==> config.mk <==
export PLATFORM = sky130hd
export DESIGN_NAME = result_streamer_flat
export DESIGN_NICKNAME = d
export VERILOG_FILES = /design/src/rtl/result_streamer_pkg.sv /design/src/rtl/result_streamer_if.sv /design/src/rtl/result_addr_gen.sv /design/src/rtl/result_streamer.sv /design/src/flat_wrapper.sv
export SDC_FILE = /design/constraint.sdc
export NUM_CORES = 1
export LEC_CHECK = 0
export CORE_UTILIZATION = 55
export DETAILED_ROUTE_END_ITERATION = 10
export PLACE_DENSITY = 0.76
export SLEW_MARGIN = 15
export SYNTH_ARGS = -nofsm -noshare
export SYNTH_HDL_FRONTEND = slang
export SYNTH_HIERARCHICAL = 1
export SYNTH_SLANG_ARGS = --single-unit
==> constraint.sdc <==
create_clock -name clk -period 5.1 [get_ports clk]
set_clock_uncertainty 0.2 [all_clocks]
set_input_delay 1.275 -clock clk [delete_from_list [all_inputs] [get_ports clk]]
set_output_delay 1.275 -clock clk [all_outputs]
set_load 0.01 [all_outputs]
==> src/rtl/result_streamer_pkg.sv <==
// rtl/result_streamer_pkg.sv - shared types and helpers for the result streamer
package result_streamer_pkg;

    typedef enum logic {
        ORDER_BLOCKED = 1'b0,
        ORDER_RASTER  = 1'b1
    } order_mode_e;

    typedef enum logic [1:0] {
        ST_IDLE  = 2'd0,
        ST_RUN   = 2'd1,
        ST_DRAIN = 2'd2
    } state_e;

    localparam int SKID_DEPTH = 2;

    function automatic int block_count(input int half, input int blocking);
        return (half + blocking - 1) / blocking;
    endfunction

    // Width of a counter that walks 0..n-1 (never narrower than one bit).
    function automatic int cnt_width(input int n);
        return (n <= 2) ? 1 : $clog2(n);
    endfunction

endpackage

==> src/rtl/result_streamer_if.sv <==
// rtl/result_streamer_if.sv - result memory read port and output FIFO write port
interface result_streamer_if #(
    parameter int DATA_WIDTH = 11,
    parameter int ADDR_WIDTH = 9
);
    logic                  mem_ren;
    logic [ADDR_WIDTH-1:0] mem_raddr;
    logic [DATA_WIDTH-1:0] mem_rdata;
    logic                  out_fifo_wenq;
    logic [DATA_WIDTH-1:0] out_fifo_wdata;
    logic [ADDR_WIDTH-1:0] out_fifo_waddr;
    logic                  out_fifo_wfull_n;

    modport master (
        output mem_ren,
        output mem_raddr,
        input  mem_rdata,
        output out_fifo_wenq,
        output out_fifo_wdata,
        output out_fifo_waddr,
        input  out_fifo_wfull_n
    );

    modport slave (
        input  mem_ren,
        input  mem_raddr,
        output mem_rdata,
        input  out_fifo_wenq,
        input  out_fifo_wdata,
        input  out_fifo_waddr,
        output out_fifo_wfull_n
    );
endinterface

==> src/rtl/result_addr_gen.sv <==
// rtl/result_addr_gen.sv - blocked-strip / raster address sequencer with next/last handshake
module result_addr_gen
    import result_streamer_pkg::*;
#(
    parameter int ROW_SIZE     = 26,
    parameter int COL_SIZE     = 19,
    parameter int NUM_PORTIONS = 2,
    parameter int BLOCKING     = 4,
    parameter int ADDR_WIDTH   = $clog2(ROW_SIZE * COL_SIZE)
) (
    input  logic                  clk,
    input  logic                  rst_n,
    input  logic                  init,
    input  order_mode_e           mode,
    input  logic                  next,
    output logic [ADDR_WIDTH-1:0] addr,
    output logic                  last
);

    localparam int HALF       = ROW_SIZE / NUM_PORTIONS;
    localparam int NUM_BLOCKS = block_count(HALF, BLOCKING);
    localparam int PX_W       = cnt_width(NUM_PORTIONS);
    localparam int XB_W       = cnt_width(NUM_BLOCKS);
    localparam int Y_W        = cnt_width(COL_SIZE);
    localparam int XI_W       = cnt_width(BLOCKING);
    localparam int COL_W      = cnt_width(HALF);

    localparam logic [PX_W-1:0]  PX_LAST  = PX_W'(NUM_PORTIONS - 1);
    localparam logic [XB_W-1:0]  XB_LAST  = XB_W'(NUM_BLOCKS - 1);
    localparam logic [Y_W-1:0]   Y_LAST   = Y_W'(COL_SIZE - 1);
    localparam logic [XI_W-1:0]  XI_LAST  = XI_W'(BLOCKING - 1);
    localparam logic [COL_W-1:0] COL_LAST = COL_W'(HALF - 1);
    localparam logic [COL_W-1:0] COL_STEP = COL_W'(BLOCKING);

    localparam logic [ADDR_WIDTH-1:0] A_ONE  = ADDR_WIDTH'(1);
    localparam logic [ADDR_WIDTH-1:0] A_ROW  = ADDR_WIDTH'(ROW_SIZE);
    localparam logic [ADDR_WIDTH-1:0] A_HALF = ADDR_WIDTH'(HALF);
    localparam logic [ADDR_WIDTH-1:0] A_BLK  = ADDR_WIDTH'(BLOCKING);
    localparam logic [ADDR_WIDTH-1:0] A_LAST = ADDR_WIDTH'(ROW_SIZE * COL_SIZE - 1);

    order_mode_e           mode_q;
    logic [PX_W-1:0]       px;
    logic [XB_W-1:0]       xb;
    logic [Y_W-1:0]        y;
    logic [XI_W-1:0]       xi;
    logic [COL_W-1:0]      col;
    logic [COL_W-1:0]      col_base;
    logic [ADDR_WIDTH-1:0] strip_base;
    logic [ADDR_WIDTH-1:0] blk_base;
    logic [ADDR_WIDTH-1:0] row_base;
    logic [ADDR_WIDTH-1:0] addr_q;

    logic                  xi_wrap, y_wrap, xb_wrap, px_wrap;
    logic [ADDR_WIDTH-1:0] row_next, blk_next, strip_next;
    logic [COL_W-1:0]      col_base_next;

    // A row segment ends at the block edge or at the strip edge, whichever
    // comes first, so ragged last block columns are skipped for free.
    assign xi_wrap = (xi == XI_LAST) || (col == COL_LAST);
    assign y_wrap  = (y == Y_LAST);
    assign xb_wrap = (xb == XB_LAST);
    assign px_wrap = (px == PX_LAST);

    assign row_next      = row_base + A_ROW;
    assign blk_next      = blk_base + A_BLK;
    assign strip_next    = strip_base + A_HALF;
    assign col_base_next = col_base + COL_STEP;

    assign addr = addr_q;
    assign last = (mode_q == ORDER_RASTER) ? (addr_q == A_LAST)
                                           : (xi_wrap && y_wrap && xb_wrap && px_wrap);

    always_ff @(posedge clk or negedge rst_n) begin
        if (!rst_n) begin
            mode_q     <= ORDER_BLOCKED;
            px         <= '0;
            xb         <= '0;
            y          <= '0;
            xi         <= '0;
            col        <= '0;
            col_base   <= '0;
            strip_base <= '0;
            blk_base   <= '0;
            row_base   <= '0;
            addr_q     <= '0;
        end else if (init) begin
            mode_q     <= mode;
            px         <= '0;
            xb         <= '0;
            y          <= '0;
            xi         <= '0;
            col        <= '0;
            col_base   <= '0;
            strip_base <= '0;
            blk_base   <= '0;
            row_base   <= '0;
            addr_q     <= '0;
        end else if (next && !last) begin
            if (mode_q == ORDER_RASTER) begin
                addr_q <= addr_q + A_ONE;
            end else if (!xi_wrap) begin
                xi     <= xi + XI_W'(1);
                col    <= col + COL_W'(1);
                addr_q <= addr_q + A_ONE;
            end else if (!y_wrap) begin
                xi       <= '0;
                col      <= col_base;
                y        <= y + Y_W'(1);
                row_base <= row_next;
                addr_q   <= row_next;
            end else if (!xb_wrap) begin
                xi       <= '0;
                y        <= '0;
                xb       <= xb + XB_W'(1);
                col_base <= col_base_next;
                col      <= col_base_next;
                blk_base <= blk_next;
                row_base <= blk_next;
                addr_q   <= blk_next;
            end else begin
                xi         <= '0;
                y          <= '0;
                xb         <= '0;
                col        <= '0;
                col_base   <= '0;
                px         <= px + PX_W'(1);
                strip_base <= strip_next;
                blk_base   <= strip_next;
                row_base   <= strip_next;
                addr_q     <= strip_next;
            end
        end
    end

endmodule

==> src/rtl/result_streamer.sv <==
// rtl/result_streamer.sv - streams result memory words to the output FIFO in blocked or raster order
module result_streamer
    import result_streamer_pkg::*;
#(
    parameter int DATA_WIDTH   = 11,
    parameter int ROW_SIZE     = 26,
    parameter int COL_SIZE     = 19,
    parameter int NUM_PORTIONS = 2,
    parameter int BLOCKING     = 4,
    parameter int ADDR_WIDTH   = $clog2(ROW_SIZE * COL_SIZE)
) (
    input  logic              clk,
    input  logic              rst_n,
    input  logic              start,
    input  logic              order_mode,
    output logic              busy,
    output logic              done,
    result_streamer_if.master bus
);

    localparam logic [1:0] IDLE  = ST_IDLE;
    localparam logic [1:0] RUN   = ST_RUN;
    localparam logic [1:0] DRAIN = ST_DRAIN;

    logic [1:0]            state;
    logic [1:0]            sk_count;
    logic                  sk_wr_ptr;
    logic                  sk_rd_ptr;
    logic [DATA_WIDTH-1:0] sk_data [SKID_DEPTH];
    logic [ADDR_WIDTH-1:0] sk_tag  [SKID_DEPTH];
    logic                  rd_pending;
    logic [ADDR_WIDTH-1:0] pend_tag;

    logic                  gen_init;
    logic                  gen_last;
    logic [ADDR_WIDTH-1:0] gen_addr;
    logic                  deq;
    logic                  issue;
    logic                  drain_empty;

    result_addr_gen #(
        .ROW_SIZE     (ROW_SIZE),
        .COL_SIZE     (COL_SIZE),
        .NUM_PORTIONS (NUM_PORTIONS),
        .BLOCKING     (BLOCKING),
        .ADDR_WIDTH   (ADDR_WIDTH)
    ) u_addr_gen (
        .clk   (clk),
        .rst_n (rst_n),
        .init  (gen_init),
        .mode  (order_mode_e'(order_mode)),
        .next  (issue),
        .addr  (gen_addr),
        .last  (gen_last)
    );

    assign gen_init    = (state == IDLE) && start;
    assign deq         = (sk_count != 2'd0) && bus.out_fifo_wfull_n;
    assign drain_empty = (sk_count == 2'd0) && !rd_pending;

    // Credit check: occupancy plus the read already in flight, less the word
    // leaving this cycle, must leave a slot for a read issued now.
    assign issue = (state == RUN) &&
                   (({1'b0, sk_count} + {2'b00, rd_pending}) <= ({2'b00, deq} + 3'd1));

    assign busy = (state != IDLE);
    assign done = (state == DRAIN) && drain_empty;

    assign bus.mem_ren        = issue;
    assign bus.mem_raddr      = gen_addr;
    assign bus.out_fifo_wenq  = deq;
    assign bus.out_fifo_wdata = sk_data[sk_rd_ptr];
    assign bus.out_fifo_waddr = sk_tag[sk_rd_ptr];

    always_ff @(posedge clk or negedge rst_n) begin
        if (!rst_n) begin
            state <= IDLE;
        end else begin
            case (state)
                IDLE:    if (start) state <= RUN;
                RUN:     if (issue && gen_last) state <= DRAIN;
                DRAIN:   if (drain_empty) state <= IDLE;
                default: state <= IDLE;
            endcase
        end
    end

    always_ff @(posedge clk or negedge rst_n) begin
        if (!rst_n) begin
            rd_pending <= 1'b0;
            pend_tag   <= '0;
            sk_count   <= 2'd0;
            sk_wr_ptr  <= 1'b0;
            sk_rd_ptr  <= 1'b0;
            for (int i = 0; i < SKID_DEPTH; i++) begin
                sk_data[i] <= '0;
                sk_tag[i]  <= '0;
            end
        end else begin
            rd_pending <= issue;
            if (issue) begin
                pend_tag <= gen_addr;
            end
            if (rd_pending) begin
                sk_data[sk_wr_ptr] <= bus.mem_rdata;
                sk_tag[sk_wr_ptr]  <= pend_tag;
                sk_wr_ptr          <= ~sk_wr_ptr;
            end
            if (deq) begin
                sk_rd_ptr <= ~sk_rd_ptr;
            end
            case ({rd_pending, deq})
                2'b10:   sk_count <= sk_count + 2'd1;
                2'b01:   sk_count <= sk_count - 2'd1;
                default: sk_count <= sk_count;
            endcase
        end
    end

endmodule

==> src/flat_wrapper.sv <==
// flat-port wrapper written by rule: the top's interface ports become plain ports
module result_streamer_flat import result_streamer_pkg::*;
#(
    parameter int DATA_WIDTH   = 11,
    parameter int ROW_SIZE     = 26,
    parameter int COL_SIZE     = 19,
    parameter int NUM_PORTIONS = 2,
    parameter int BLOCKING     = 4,
    parameter int ADDR_WIDTH   = $clog2(ROW_SIZE * COL_SIZE)
)
  (clk, rst_n, start, order_mode, busy, done, bus_mem_ren, bus_mem_raddr, bus_mem_rdata, bus_out_fifo_wenq, bus_out_fifo_wdata, bus_out_fifo_waddr, bus_out_fifo_wfull_n);
  result_streamer_if #(.DATA_WIDTH(DATA_WIDTH), .ADDR_WIDTH(ADDR_WIDTH)) bus_i ();
  input  logic clk;
  input  logic rst_n;
  input  logic start;
  input  logic order_mode;
  output logic busy;
  output logic done;
  output wire logic [$bits(bus_i.mem_ren)-1:0] bus_mem_ren;
  output wire logic [$bits(bus_i.mem_raddr)-1:0] bus_mem_raddr;
  input wire logic [$bits(bus_i.mem_rdata)-1:0] bus_mem_rdata;
  output wire logic [$bits(bus_i.out_fifo_wenq)-1:0] bus_out_fifo_wenq;
  output wire logic [$bits(bus_i.out_fifo_wdata)-1:0] bus_out_fifo_wdata;
  output wire logic [$bits(bus_i.out_fifo_waddr)-1:0] bus_out_fifo_waddr;
  input wire logic [$bits(bus_i.out_fifo_wfull_n)-1:0] bus_out_fifo_wfull_n;
  assign bus_mem_ren = bus_i.mem_ren;
  assign bus_mem_raddr = bus_i.mem_raddr;
  assign bus_i.mem_rdata = bus_mem_rdata;
  assign bus_out_fifo_wenq = bus_i.out_fifo_wenq;
  assign bus_out_fifo_wdata = bus_i.out_fifo_wdata;
  assign bus_out_fifo_waddr = bus_i.out_fifo_waddr;
  assign bus_i.out_fifo_wfull_n = bus_out_fifo_wfull_n;
  result_streamer #(.DATA_WIDTH(DATA_WIDTH), .ROW_SIZE(ROW_SIZE), .COL_SIZE(COL_SIZE), .NUM_PORTIONS(NUM_PORTIONS), .BLOCKING(BLOCKING), .ADDR_WIDTH(ADDR_WIDTH)) u_core (.clk(clk), .rst_n(rst_n), .start(start), .order_mode(order_mode), .busy(busy), .done(done), .bus(bus_i));
endmodule
; Word level (Yosys, flattened, before mapping)
; Index checks and enable logic that the tools add are counted.
[word_totals]
reg_bits = 111
in_bits = 16
[op_classes]
n_mux = 70
eq_ne = 13
magnitude_cmp = 4
addsub = 14
n_reduce_logical = 28
n_bitwise = 4
[ops]
columns = operator, count
row1 = 9-bit two-way mux, 25
row2 = 11-bit two-way mux, 4
row3 = 4-bit two-way mux, 10
row4 = 2-bit two-way mux, 13
row5 = 5-bit two-way mux, 5
row6 = 22-bit bitwise mux, 1
row7 = 18-bit bitwise mux, 1
row8 = 2-bit nonzero test, 7
row9 = 11-bit demux with 1-bit select, 1
row10 = 1-bit logical AND, 11
row11 = "9-bit by 1-bit adder with 9-bit output, second input constant", 1
row12 = "9-bit by 3-bit adder with 9-bit output, second input constant", 1
row13 = "9-bit by 4-bit adder with 9-bit output, second input constant", 1
row14 = "9-bit by 5-bit adder with 9-bit output, second input constant", 1
row15 = 9-bit demux with 1-bit select, 1
row16 = "9-bit equality test, second input constant", 1
row17 = "2-bit equality test, second input constant", 4
row18 = 1-bit two-way mux, 7
row19 = "2-bit by 1-bit adder with 2-bit output, second input constant", 3
row20 = 2-bit case mux with 3 select lines, 1
row21 = 3-bit AND reduction, 2
row22 = "5-bit by 1-bit adder with 5-bit output, second input constant", 1
row23 = "5-bit equality test, second input constant", 1
row24 = 5-bit AND reduction, 1
row25 = 21 further kinds, 29

; Depth between registers and ports, before layout
[logic_depth]
depth_word = 10
ltp_mapped = 11

; Hierarchy
; The synthesis kept the hierarchy.
[modules_own_cells]
columns = module, instances, area_each_um2, cells_per_inst
row1 = result_addr_gen, 1, 3347.0, 360
row2 = result_streamer, 1, 2517.4, 171

; Least setup slack after synthesis
; OpenSTA, ideal clock, no wires.
[synth_timing]
path_type = input-to-output
startpoint = in bus_out_fifo_wfull_n
endpoint = out bus_mem_ren
t_arrival_ps = 2875
t_required_ps = 3625
path_stages = 6
path_slack_ps = 750
n_path_buf = 1
cell_sequence = o21ai_1 > inv_1 > fa_1 > or3_4 > a32o_1 > buf_6
[synth_between]
elab_chain_len = 4
[synth_lines]
columns = element, line
row1 = from (decl), flat_wrapper.sv:25  ; input wire logic [$bits(bus_i.out_fifo_wfull_n)-1:0] bus_out_fifo_wfull_n;
row2 = 1-bit logical AND, result_streamer.sv:58  ; assign deq = (sk_count != 2'd0) && bus.out_fifo_wfull_n;
row3 = net bus_out_fifo_wenq, flat_wrapper.sv:22  ; output wire logic [$bits(bus_i.out_fifo_wenq)-1:0] bus_out_fifo_wenq;
row4 = 1-bit by 1-bit adder with 2-bit output, result_streamer.sv:64  ; (({1'b0, sk_count} + {2'b00, rd_pending}) <= ({2'b00, deq} + 3'd1));
row5 = 3-bit <= comparator, result_streamer.sv:64
row6 = 1-bit logical AND, result_streamer.sv:63  ; assign issue = (state == RUN) &&
row7 = to (decl), flat_wrapper.sv:19  ; output wire logic [$bits(bus_i.mem_ren)-1:0] bus_mem_ren;
; The timed path passes the listed nets, and every way through them passes these cells.

; Worst setup path after layout
[layout_timing]
startpoint = in bus_out_fifo_wfull_n
endpoint = out bus_mem_ren
[layout_between]
elab_chain_len = 4
[layout_lines]
columns = element, line
row1 = 1-bit logical AND, result_streamer.sv:58
row2 = 1-bit by 1-bit adder with 2-bit output, result_streamer.sv:64
row3 = 3-bit <= comparator, result_streamer.sv:64
row4 = 1-bit logical AND, result_streamer.sv:63
; Every way passes these cells.

==> metrics.md <==
| Metric | Value |
|---|---|
| Max-slew violations | `0` |
| DRC viols | `0` |
| CP Cell Sequence | `clkdlybuf4s50_1, o21ai_1, inv_1, fa_1, or3_4, a32o_1, dlymetal6s2s_1` |
| Cell family with most CP delay | `buffers and inverters` |
| Top FF cell, synth | `dfrtp_1` |
| Area of the multi-input gates | `0.00288 mm^2` |
| Sw Share | `0.386` |
| Fillers | `805` |
| Top post-synthesis cells by count | `dfrtp_1 (111), mux2_2 (60), nand2_1 (47), nor2_1 (47), a21oi_1 (23)` |
| Initial core utilization | `0.568` |
| Clock Pin Slew Worst Setup and Hold Paths | `110 ps` |
| Total power | `0.00394 W` |
| Clock buffer depth | `2` |
| Synth area leader | `dfrtp_1` |
| Routed via count | `4196` |
| Crit Path Max Fanout | `2` |
| Max cap viols | `0` |
| Power Density | `594 mW/mm^2` |
| Number of port buffers | `48` |
| Non-filler cells, final | `715` |
| Crit path time final | `4760 ps` |
| Netlist cell types | `68` |
| Synth top area cells | `dfrtp_1 (47%), mux2_2 (12%), nand2_1 (3.0%)` |
| Synthesis-to-layout area growth | `13.0%` |
| Yosys synthesis warning count | `6` |
| Iter 0 DRT Violations | `272` |
| Int Pwr | `0.00242 W` |
| I/O pins | `49` |
| Final worst-path cycle share | `0.933` |
| Most frequent cell after synthesis | `dfrtp_1` |
| Initial antenna violation count | `0` |
| ANT nets after route | `0` |
| Min setup slack post-route | `341 ps` |
| Seq/Total Area, Yosys | `0.474` |
| Fraction of layout cells with a size suffix above 1 | `0.206` |
| P_sw | `0.00152 W` |
| Worst skew pair latency | `380 ps` |
| Slowest cell on the critical path | `fa_1` |
| Tightest Pin Transition | `1060 ps` |
| Max transition margin | `0.290` |
| Worst slack at placement | `15.7 ps` |
| Worst VDD drop | `0.290 mV` |
| Final Hold Viols | `0` |
| Power share of the combinational group | `0.507` |
| Vias in the first global route | `4246` |
| CTS tree | `yes` |
| Crit path DAT | `3280 ps` |
| Fin Setup TNS | `0 ps` |
| Synthesized instance count | `531` |
| Final hold slack | `292 ps` |
| Largest net degree at the start of global routing | `56` |
| Routed len/inst | `16.5 um` |
| Ant. Diodes | `0` |
| CTS root buffer | `clkbuf_8` |
| Setup crit end kind | `output port` |
| Mapped Area | `0.00586 mm^2` |
| Total iterations of the first detailed-routing run | `5` |
| Number of vias per cell | `5.87` |
| Bufs and invs on worst path | `3` |
| Nets | `605` |
| Worst Path Required | `3620 ps` |
| Outcome | `finished, final reports clean` |
| CP peak stage delay | `510 ps` |
| FF/Latch Area | `0.00278 mm^2` |
| Unrepaired setup endpoints after global routing | `no` |
| Net count after synthesis | `562` |
| Core area | `0.0103 mm^2` |
| CP Launch Type | `primary input` |
| GR Util All Layers | `0.230` |
| Max Freq | `210 MHz` |
| Critical Setup Path Class | `primary input to output port` |
| CTS Sinks | `111` |
| Yosys top cell area share | `0.474` |
| Worst Hold Class | `flip-flop to flip-flop` |
| Leakage | `2.95 nW` |
| Clock power frac | `0.129` |
| HPWL Detailed | `8290 um` |
| Chip height | `105 um` |
| Reg power frac | `0.364` |
| Global-route wire length before repair | `20400 um` |
| Setup Fix Bufs, Post-CTS | `0` |
| Chip Width | `105 um` |
| Total Wirelength | `11800 um` |
| Number of synthesized flops with an enable pin | `0` |
| Placer Congestion | `0.856` |
| Htree depth | `3` |
| Asr flop ratio synth | `1.00` |
| Yosys reg bits | `111` |
| Post-Syn Area per Cell | `11.0 um^2` |
| Die area | `0.0111 mm^2` |
| CTS Buf Count | `9` |
| DP Cell Count | `699` |
| Setup violations, final | `0` |
| Row count | `37` |
| Remaining global-route overflow | `0` |
==> worst reg2reg max path, delay by kind of cell (launching register included) <==
kind                       cells  cell delay, ps
buffers and inverters          2             400
and+or+nand+nor                2             560
adders and majority gates      2             690
DFF                            1             520
AOI/OAI and AO/OA              4             950
==> power by group through the flow <==
stage / clock network, W / logic (W) / registers, W
floorplan: 0 / 0.00149 / 0.00135
global placement: 0 / 0.00195 / 0.00142
detailed placement: 0 / 0.00201 / 0.00145
CTS: 0.000524 / 0.00201 / 0.00143
global route: 0.000562 / 0.00218 / 0.00148
finish: 0.000506 / 0.00200 / 0.00143
==> stage by stage <==
| step | instance area, um^2 | util |
|---|---|---|
| floorplan | 5860 | - |
| global placement | 6430 | 0.623 |
| detailed placement | 6430 | 0.623 |
| CTS | 6630 | 0.642 |
| global route | 6630 | 0.642 |
| finish | 6630 | 0.642 |
==> final cells by class <==
class	count	share of cell area
timing repair buffer	57	0.0827
clock buffer	9	0.0187
clock inverter	7	0.0100
multi-input combinational	379	0.435
tap	136	0.0257
inverter	16	0.00906
sequential	111	0.419
==> final timing paths <==
kind	start	to	slack, ps	cells after the start
max	bus_out_fifo_wfull_n	bus_mem_ren	340	7
min	u_core/u_addr_gen/row_base[0]	u_core/u_addr_gen/row_base[0]	290	1
max reg2reg	u_core/rd_pending	u_core/u_addr_gen/addr[3]	1660	10
min reg2reg	u_core/u_addr_gen/row_base[0]	u_core/u_addr_gen/row_base[0]	290	1
max in group asynchronous	rst_n	u_core/u_addr_gen/row_base[1]	3080	2
min in group asynchronous	rst_n	u_core/sk_data[5]	730	1
==> registers in the layout, summed over array words and instances (netlist names), 4 cells and up <==
signal and count:
u_core/sk_data 22, u_core/sk_tag 18, u_core/pend_tag 9, u_core/u_addr_gen/addr 9, u_core/u_addr_gen/blk_base 9, u_core/u_addr_gen/row_base 9, u_core/u_addr_gen/strip_base 9, u_core/u_addr_gen/y 5
u_core/u_addr_gen/col 4, u_core/u_addr_gen/col_base 4
==> per-layer routing <==
metal  wire (um)  track usage  vias to the layer above
met5           0            0                        -
met3         443       0.0315                       19
met2        5850        0.387                      108
met4         192       0.0915                        0
li1            -            -                     1983
met1        5340        0.303                     2086
==> cell usage in the layout (no fill, tap or decap), types with 9 or more instances in the layout <==
cell type | Yosys | routed
a21oi_1 | 23 | 23
buf_4 | 2 | 10
clkbuf_8 | 0 | 9
clkdlybuf4s50_1 | 0 | 46
dfrtp_1 | 111 | 111
ha_1 | 14 | 14
inv_1 | 15 | 15
mux2_2 | 60 | 60
mux2_4 | 9 | 9
mux2i_1 | 10 | 10
nand2_1 | 47 | 47
nand3_1 | 17 | 17
nor2_1 | 47 | 46
nor3_1 | 15 | 15
o21ai_0 | 12 | 12
xnor2_1 | 17 | 17
xor2_1 | 9 | 9
==> what timing repair did <==
| action | in CTS | in global routing |
|---|---|---|
| hold buffers | 0 | 0 |
| setup endpoints to repair | 0 | 1 |
| gates resized for setup | 0 | 1 |
==> cells by family (layout without fill, tap and decap cells) <==
family / after synthesis / in the layout / synth area share
AND/OR/NAND/NOR: 175 / 175 / 0.151
flip-flops: 111 / 111 / 0.474
multiplexers: 79 / 79 / 0.155
buffers and inverters: 41 / 89 / 0.0358
XOR/XNOR: 26 / 26 / 0.0388
AO/OA/AOI/OAI: 84 / 84 / 0.112
adder cells (fa/ha/maj): 15 / 15 / 0.0333
No activity file was read; power rests on OpenSTA's default activity.
